[config.mk]
export PLATFORM = sky130hd
export DESIGN_NAME = stopwatch_ctrl
export DESIGN_NICKNAME = d
export VERILOG_FILES = /design/src/rtl/stopwatch_ctrl.sv
export SDC_FILE = /design/constraint.sdc
export NUM_CORES = 1
export LEC_CHECK = 0
export ABC_AREA = 1
export BUFFER_PORTS_ARGS = -buffer_cell sky130_fd_sc_hd__buf_2
export CORE_UTILIZATION = 30
export DETAILED_ROUTE_END_ITERATION = 8
export GPL_TIMING_DRIVEN = 0
export PLACE_DENSITY = 0.56
export SETUP_SLACK_MARGIN = 0.02
export SYNTH_ARGS = -nofsm -noshare
export SYNTH_HDL_FRONTEND = slang
export SYNTH_SLANG_ARGS = --single-unit
export TNS_END_PERCENT = 30
[constraint.sdc]
create_clock -name clk -period 1.35 [get_ports clk]
set_clock_uncertainty 0.2 [all_clocks]
set_input_delay 0 -clock clk [delete_from_list [all_inputs] [get_ports clk]]
set_output_delay 0 -clock clk [all_outputs]
set_load 0.01 [all_outputs]
[src/rtl/stopwatch_ctrl.sv]
// rtl/stopwatch_ctrl.sv - stopwatch button front end and run/pause/lap/clear control FSM
// Buttons are synchronized and debounced on the 100 Hz tick; the FSM is clocked every clk.
module stopwatch_ctrl #(
  parameter int DEB_TICKS = 2
) (
  input  logic       clk,
  input  logic       rst,
  input  logic       i_tick_100hz,
  input  logic       i_btn_start,
  input  logic       i_btn_lap,
  input  logic       i_btn_clr,
  input  logic [7:0] i_time_min,
  input  logic [7:0] i_time_sec,
  input  logic [7:0] i_time_cs,
  output logic       o_run,
  output logic       o_clr,
  output logic       o_disp_sel,
  output logic [7:0] o_lap_min,
  output logic [7:0] o_lap_sec,
  output logic [7:0] o_lap_cs,
  output logic [3:0] o_lap_cnt,
  output logic [1:0] o_state
);

  localparam int CW = (DEB_TICKS < 2) ? 1 : $clog2(DEB_TICKS + 1);
  localparam logic [CW-1:0] DEB_LAST = CW'(DEB_TICKS - 1);

  typedef enum logic [1:0] {
    S_IDLE  = 2'd0,
    S_RUN   = 2'd1,
    S_PAUSE = 2'd2,
    S_LAP   = 2'd3
  } state_t;

  // Button index: 0 = start, 1 = lap, 2 = clr.
  logic [2:0]    w_btn;
  logic [2:0]    r_sync1;
  logic [2:0]    r_sync2;
  logic [2:0]    r_deb;
  logic [2:0]    r_evt;
  logic [CW-1:0] r_cnt [3];

  logic w_ev_start;
  logic w_ev_clr;
  logic w_ev_lap;

  state_t     r_state;
  logic       r_run;
  logic       r_clr;
  logic       r_disp_sel;
  logic [7:0] r_lap_min;
  logic [7:0] r_lap_sec;
  logic [7:0] r_lap_cs;
  logic [3:0] r_lap_cnt;

  assign w_btn = {i_btn_clr, i_btn_lap, i_btn_start};

  always_ff @(posedge clk or negedge rst) begin
    if (!rst) begin
      r_sync1 <= 3'b000;
      r_sync2 <= 3'b000;
      r_deb   <= 3'b000;
      r_evt   <= 3'b000;
      for (int i = 0; i < 3; i++) begin
        r_cnt[i] <= '0;
      end
    end else begin
      r_sync1 <= w_btn;
      r_sync2 <= r_sync1;
      for (int i = 0; i < 3; i++) begin
        r_evt[i] <= 1'b0;
        if (r_sync2[i] == r_deb[i]) begin
          r_cnt[i] <= '0;
        end else if (i_tick_100hz) begin
          if (r_cnt[i] == DEB_LAST) begin
            r_deb[i] <= r_sync2[i];
            r_cnt[i] <= '0;
            // Only the rising debounced edge is a press; release is silent.
            r_evt[i] <= r_sync2[i];
          end else begin
            r_cnt[i] <= r_cnt[i] + 1'b1;
          end
        end
      end
    end
  end

  // One event per clk reaches the FSM: start beats clr beats lap.
  assign w_ev_start = r_evt[0];
  assign w_ev_clr   = r_evt[2] & ~r_evt[0];
  assign w_ev_lap   = r_evt[1] & ~r_evt[0] & ~r_evt[2];

  always_ff @(posedge clk or negedge rst) begin
    if (!rst) begin
      r_state    <= S_IDLE;
      r_run      <= 1'b0;
      r_clr      <= 1'b0;
      r_disp_sel <= 1'b0;
      r_lap_min  <= 8'd0;
      r_lap_sec  <= 8'd0;
      r_lap_cs   <= 8'd0;
      r_lap_cnt  <= 4'd0;
    end else begin
      r_clr <= 1'b0;
      case (r_state)
        S_IDLE: begin
          if (w_ev_start) begin
            r_state <= S_RUN;
            r_run   <= 1'b1;
          end else if (w_ev_clr) begin
            r_clr <= 1'b1;
          end
        end
        S_RUN: begin
          if (w_ev_start) begin
            r_state <= S_PAUSE;
            r_run   <= 1'b0;
          end else if (w_ev_lap) begin
            r_state    <= S_LAP;
            r_disp_sel <= 1'b1;
            r_lap_min  <= i_time_min;
            r_lap_sec  <= i_time_sec;
            r_lap_cs   <= i_time_cs;
            if (r_lap_cnt != 4'd15) r_lap_cnt <= r_lap_cnt + 4'd1;
          end
        end
        S_LAP: begin
          if (w_ev_start) begin
            r_state    <= S_PAUSE;
            r_run      <= 1'b0;
            r_disp_sel <= 1'b0;
          end else if (w_ev_clr) begin
            r_state    <= S_RUN;
            r_disp_sel <= 1'b0;
          end else if (w_ev_lap) begin
            r_lap_min <= i_time_min;
            r_lap_sec <= i_time_sec;
            r_lap_cs  <= i_time_cs;
            if (r_lap_cnt != 4'd15) r_lap_cnt <= r_lap_cnt + 4'd1;
          end
        end
        S_PAUSE: begin
          if (w_ev_start) begin
            r_state <= S_RUN;
            r_run   <= 1'b1;
          end else if (w_ev_clr) begin
            r_state   <= S_IDLE;
            r_clr     <= 1'b1;
            r_lap_min <= 8'd0;
            r_lap_sec <= 8'd0;
            r_lap_cs  <= 8'd0;
            r_lap_cnt <= 4'd0;
          end
        end
        default: begin
          r_state    <= S_IDLE;
          r_run      <= 1'b0;
          r_disp_sel <= 1'b0;
        end
      endcase
    end
  end

  assign o_run      = r_run;
  assign o_clr      = r_clr;
  assign o_disp_sel = r_disp_sel;
  assign o_lap_min  = r_lap_min;
  assign o_lap_sec  = r_lap_sec;
  assign o_lap_cs   = r_lap_cs;
  assign o_lap_cnt  = r_lap_cnt;
  assign o_state    = r_state;

endmodule
==> flow_metrics.py <==
metrics = {
    "placement": {
        "routabilityCongestion": 0.779,
        "place_area_um2": 2460,
        "dp_slack_ps": -290,
        "placed_cells": 361,
        "dp.final_hpwl_mm": 2.81,
        "port_buffers": 62,
    },
    "grt": {
        "grt_pass1_vias": 1670,
        "grt_overflow_total": 0,
        "grt_use_total_pct": 13.5,
        "antenna_found_initial": 0,
        "grt_max_degree": 52,
        "grt_pass1_wl_mm": 7.76,
    },
    "clocking": {
        "clock_latency_ps": 290,
        "cts_sinks": 51,
        "numCtsBuffers": 5,
        "postCtsHoldBufs": 28,
        "htree_levels": 2,
        "path_clk_slew_ps": 90,
        "cts_tree": "done",
        "cts-root-buf": "clkbuf_8",
        "cts_buffer_depth": 2,
    },
    "outcome": {
        "outcome": "complete, but fails checks",
        "violations": "design-rule violations, negative hold slack, negative setup slack",
    },
    "yosys": {
        "ys_top_cells_by_area": "dfrtp_1 (62%), nand2_1 (19%), nor2_1 (3.1%)",
        "synthArstFlopShare_pct": 100,
        "yosysTopAreaCell": "dfrtp_1",
        "netlist.area_leader.share_pct": 62.3,
        "syn_nets": 253,
        "synth_area_per_cell_um2": 9.23,
        "synth_most_common_cell": "nand2_1",
        "synthCells": 222,
        "yosysSeqAreaShare_pct": 62.3,
        "synth-warning-count": 0,
        "ys_ff_latch": 51,
        "synth.cell_area_um2": 2050,
        "ys.flop_type": "dfrtp_1",
        "synth.distinct_cells": 22,
        "synth_edf_count": 0,
        "synth_common_cells": "nand2_1 (104), dfrtp_1 (51), nor2_1 (17)",
    },
    "critical_path": {
        "critPathMaxFanout": 10,
        "rrSetupSlack_ps": -150,
        "path_class": "flop to flop",
        "critPathMaxStageDelay_ps": 450,
        "timing.rr.start": "r_evt[2]$_DFF_PN0_",
        "crit_start": "r_evt[2]$_DFF_PN0_",
        "cp-end-kind": "flop",
        "worstRegToRegCells": 7,
        "arrival_ps": 1500,
        "start_kind": "flop",
        "worstPathRequired_ps": 1350,
        "cp_slowest_cell": "dfrtp_2",
        "reg2reg_to": "o_lap_sec[0]$_DFFE_PN0P_",
        "crit_chain": "nor2_4, nand3_4, nand2_4, nand3_4, buf_8, nand2_1, nand2_1",
    },
    "timing": {
        "hold_viol": 51,
        "max_freq_mhz": 667,
        "worst_slew_pin_slew_ps": 1120,
        "worst_slack_ps": -148,
        "fin_crit_sh_pct": 111,
        "maxSlewHeadroom_pct": 25.5,
        "rsz0062_at_grt": "true",
        "period_needed_ps": 1500,
        "hold_ws_ps": -294,
        "setup-violations-final": 27,
        "drv_slew": 0,
    },
    "final_layout": {
        "stdcell_count": 404,
        "stdcell_area_um2": 2980,
        "area_growth_pct": 45.2,
        "antenna_cells": 0,
        "fin_nets": 358,
        "drive_gt1_share_pct": 33.9,
    },
    "floorplan": {
        "die_h_um": 84.7,
        "core_um2": 6460,
        "io_pins": 63,
        "die_width_um": 84.7,
        "die_area_um2": 7170,
        "fp-row-count": 29,
        "start_util_pct": 31.7,
    },
    "power": {
        "powerDensity_nw_per_um2": 1740,
        "leakage_nw": 1.63,
        "vdd_drop_max_uv": 620,
        "power_w": 0.00519,
    },
    "route": {
        "drc": 3,
        "first_pass_iters": 6,
        "vias_per_cell": 4.27,
        "routed_wl_mm": 4.48,
        "vias": 1725,
        "drt-initial-drc-count": 60,
        "wl_per_cell_um": 11.1,
        "drtAntennaViolNets": 0,
    },
    "hold_path": {
        "hold_path_class": "input pin to async pin",
    },
    "run": {
        "maxCapViolations": 0,
    },
}
## power breakdown
part           switching (W)  leakage (nW)  internal [W]
Sequential          0.000275         0.671       0.00193
Combinational        0.00116         0.910      0.000948
Clock               0.000480        0.0470      0.000403
## state kept, by name, summed over array words and instances (netlist names)
| name | cells |
|---|---|
| r_evt | 3 |
| o_lap_cnt | 4 |
| o_lap_cs | 8 |
| o_state | 2 |
| o_clr | 1 |
| o_lap_sec | 8 |
| r_sync2 | 3 |
| o_run | 1 |
| o_disp_sel | 1 |
| o_lap_min | 8 |
| r_deb | 3 |
| r_sync1 | 3 |
| r_cnt | 6 |
## cell families after synthesis
kind of cell	after synthesis	synth area share, %
buffers and inverters	13	3.72
AND/OR/NAND/NOR	144	29.3
flip-flops	51	62.3
AO/OA/AOI/OAI	9	2.38
XOR/XNOR	4	1.71
adder cells (fa/ha/maj)	1	0.610
## area by class of cell
type | instances | area (µm²)
inverter | 8 | 30.0
clock inverter | 1 | 5.00
multi-input combinational | 158 | 768
timing repair buffer | 98 | 658
fill | 622 | 3480
sequential | 51 | 1280
tap | 77 | 96.3
buffer | 5 | 56.3
clock buffer | 6 | 82.6
## how the worst max path moves through the flow
stage	endpoint	slack, ps	depth (start not counted)
floorplan	o_lap_cs[7]$_DFFE_PN0P_	-120	8
detailed placement	o_lap_sec[3]$_DFFE_PN0P_	-290	6
CTS	o_lap_min[7]$_DFFE_PN0P_	-150	8
global placement	o_lap_sec[0]$_DFFE_PN0P_	-270	6
finish	o_lap_sec[0]$_DFFE_PN0P_	-150	7
global route	o_lap_cs[6]$_DFFE_PN0P_	-240	7
## layout by cell type (no fill, tap or decap), types with 2 or more instances in the layout
cell,n
buf_2,62
buf_4,7
buf_6,5
clkbuf_8,6
dfrtp_1,48
dfrtp_2,3
dlygate4sd3_1,28
inv_1,3
inv_2,5
nand2_1,99
nand2_2,9
nand3_1,6
nand3_2,2
nand3_4,2
nor2_1,16
nor2_4,2
nor3b_1,3
o21ai_0,6
xnor2_1,4
## metrics by stage
| step | hold slack (ps) | TNS (ps) | utilization (%) |
|---|---|---|---|
| 2_1_floorplan | -496 | -2610 | - |
| 3_3_place_gp | -91.5 | -6520 | 38.0 |
| 3_5_place_dp | -88.6 | -6670 | 38.0 |
| 4_1_cts | -232 | -3310 | 45.3 |
| 5_1_grt | -192 | -5620 | 46.1 |
| 6_report | -294 | -3260 | 46.1 |
## worst max-delay path, delay by kind of cell, from the launching register on
kind | cells | cell delay (ps)
buf+inv | 1 | 180
flops | 1 | 450
simple gates | 6 | 580
## repair_timing
action	CTS	global route
gates resized for setup	17	13
endpoints found under the setup margin	31	31
pin swaps	4	5
cloned	1	0
buffers inserted	6	1
hold endpoints to repair	90	51
## layer usage
layer | vias up | global-route usage, % | share of wire, %
met3 | 4 | 2.95 | 4.2
met4 | 0 | 3.24 | 0.76
met2 | 43 | 22.8 | 48
met5 | - | 0 | 0
li1 | 892 | - | -
met1 | 786 | 17.7 | 47
(Power assumes the default switching activity.)
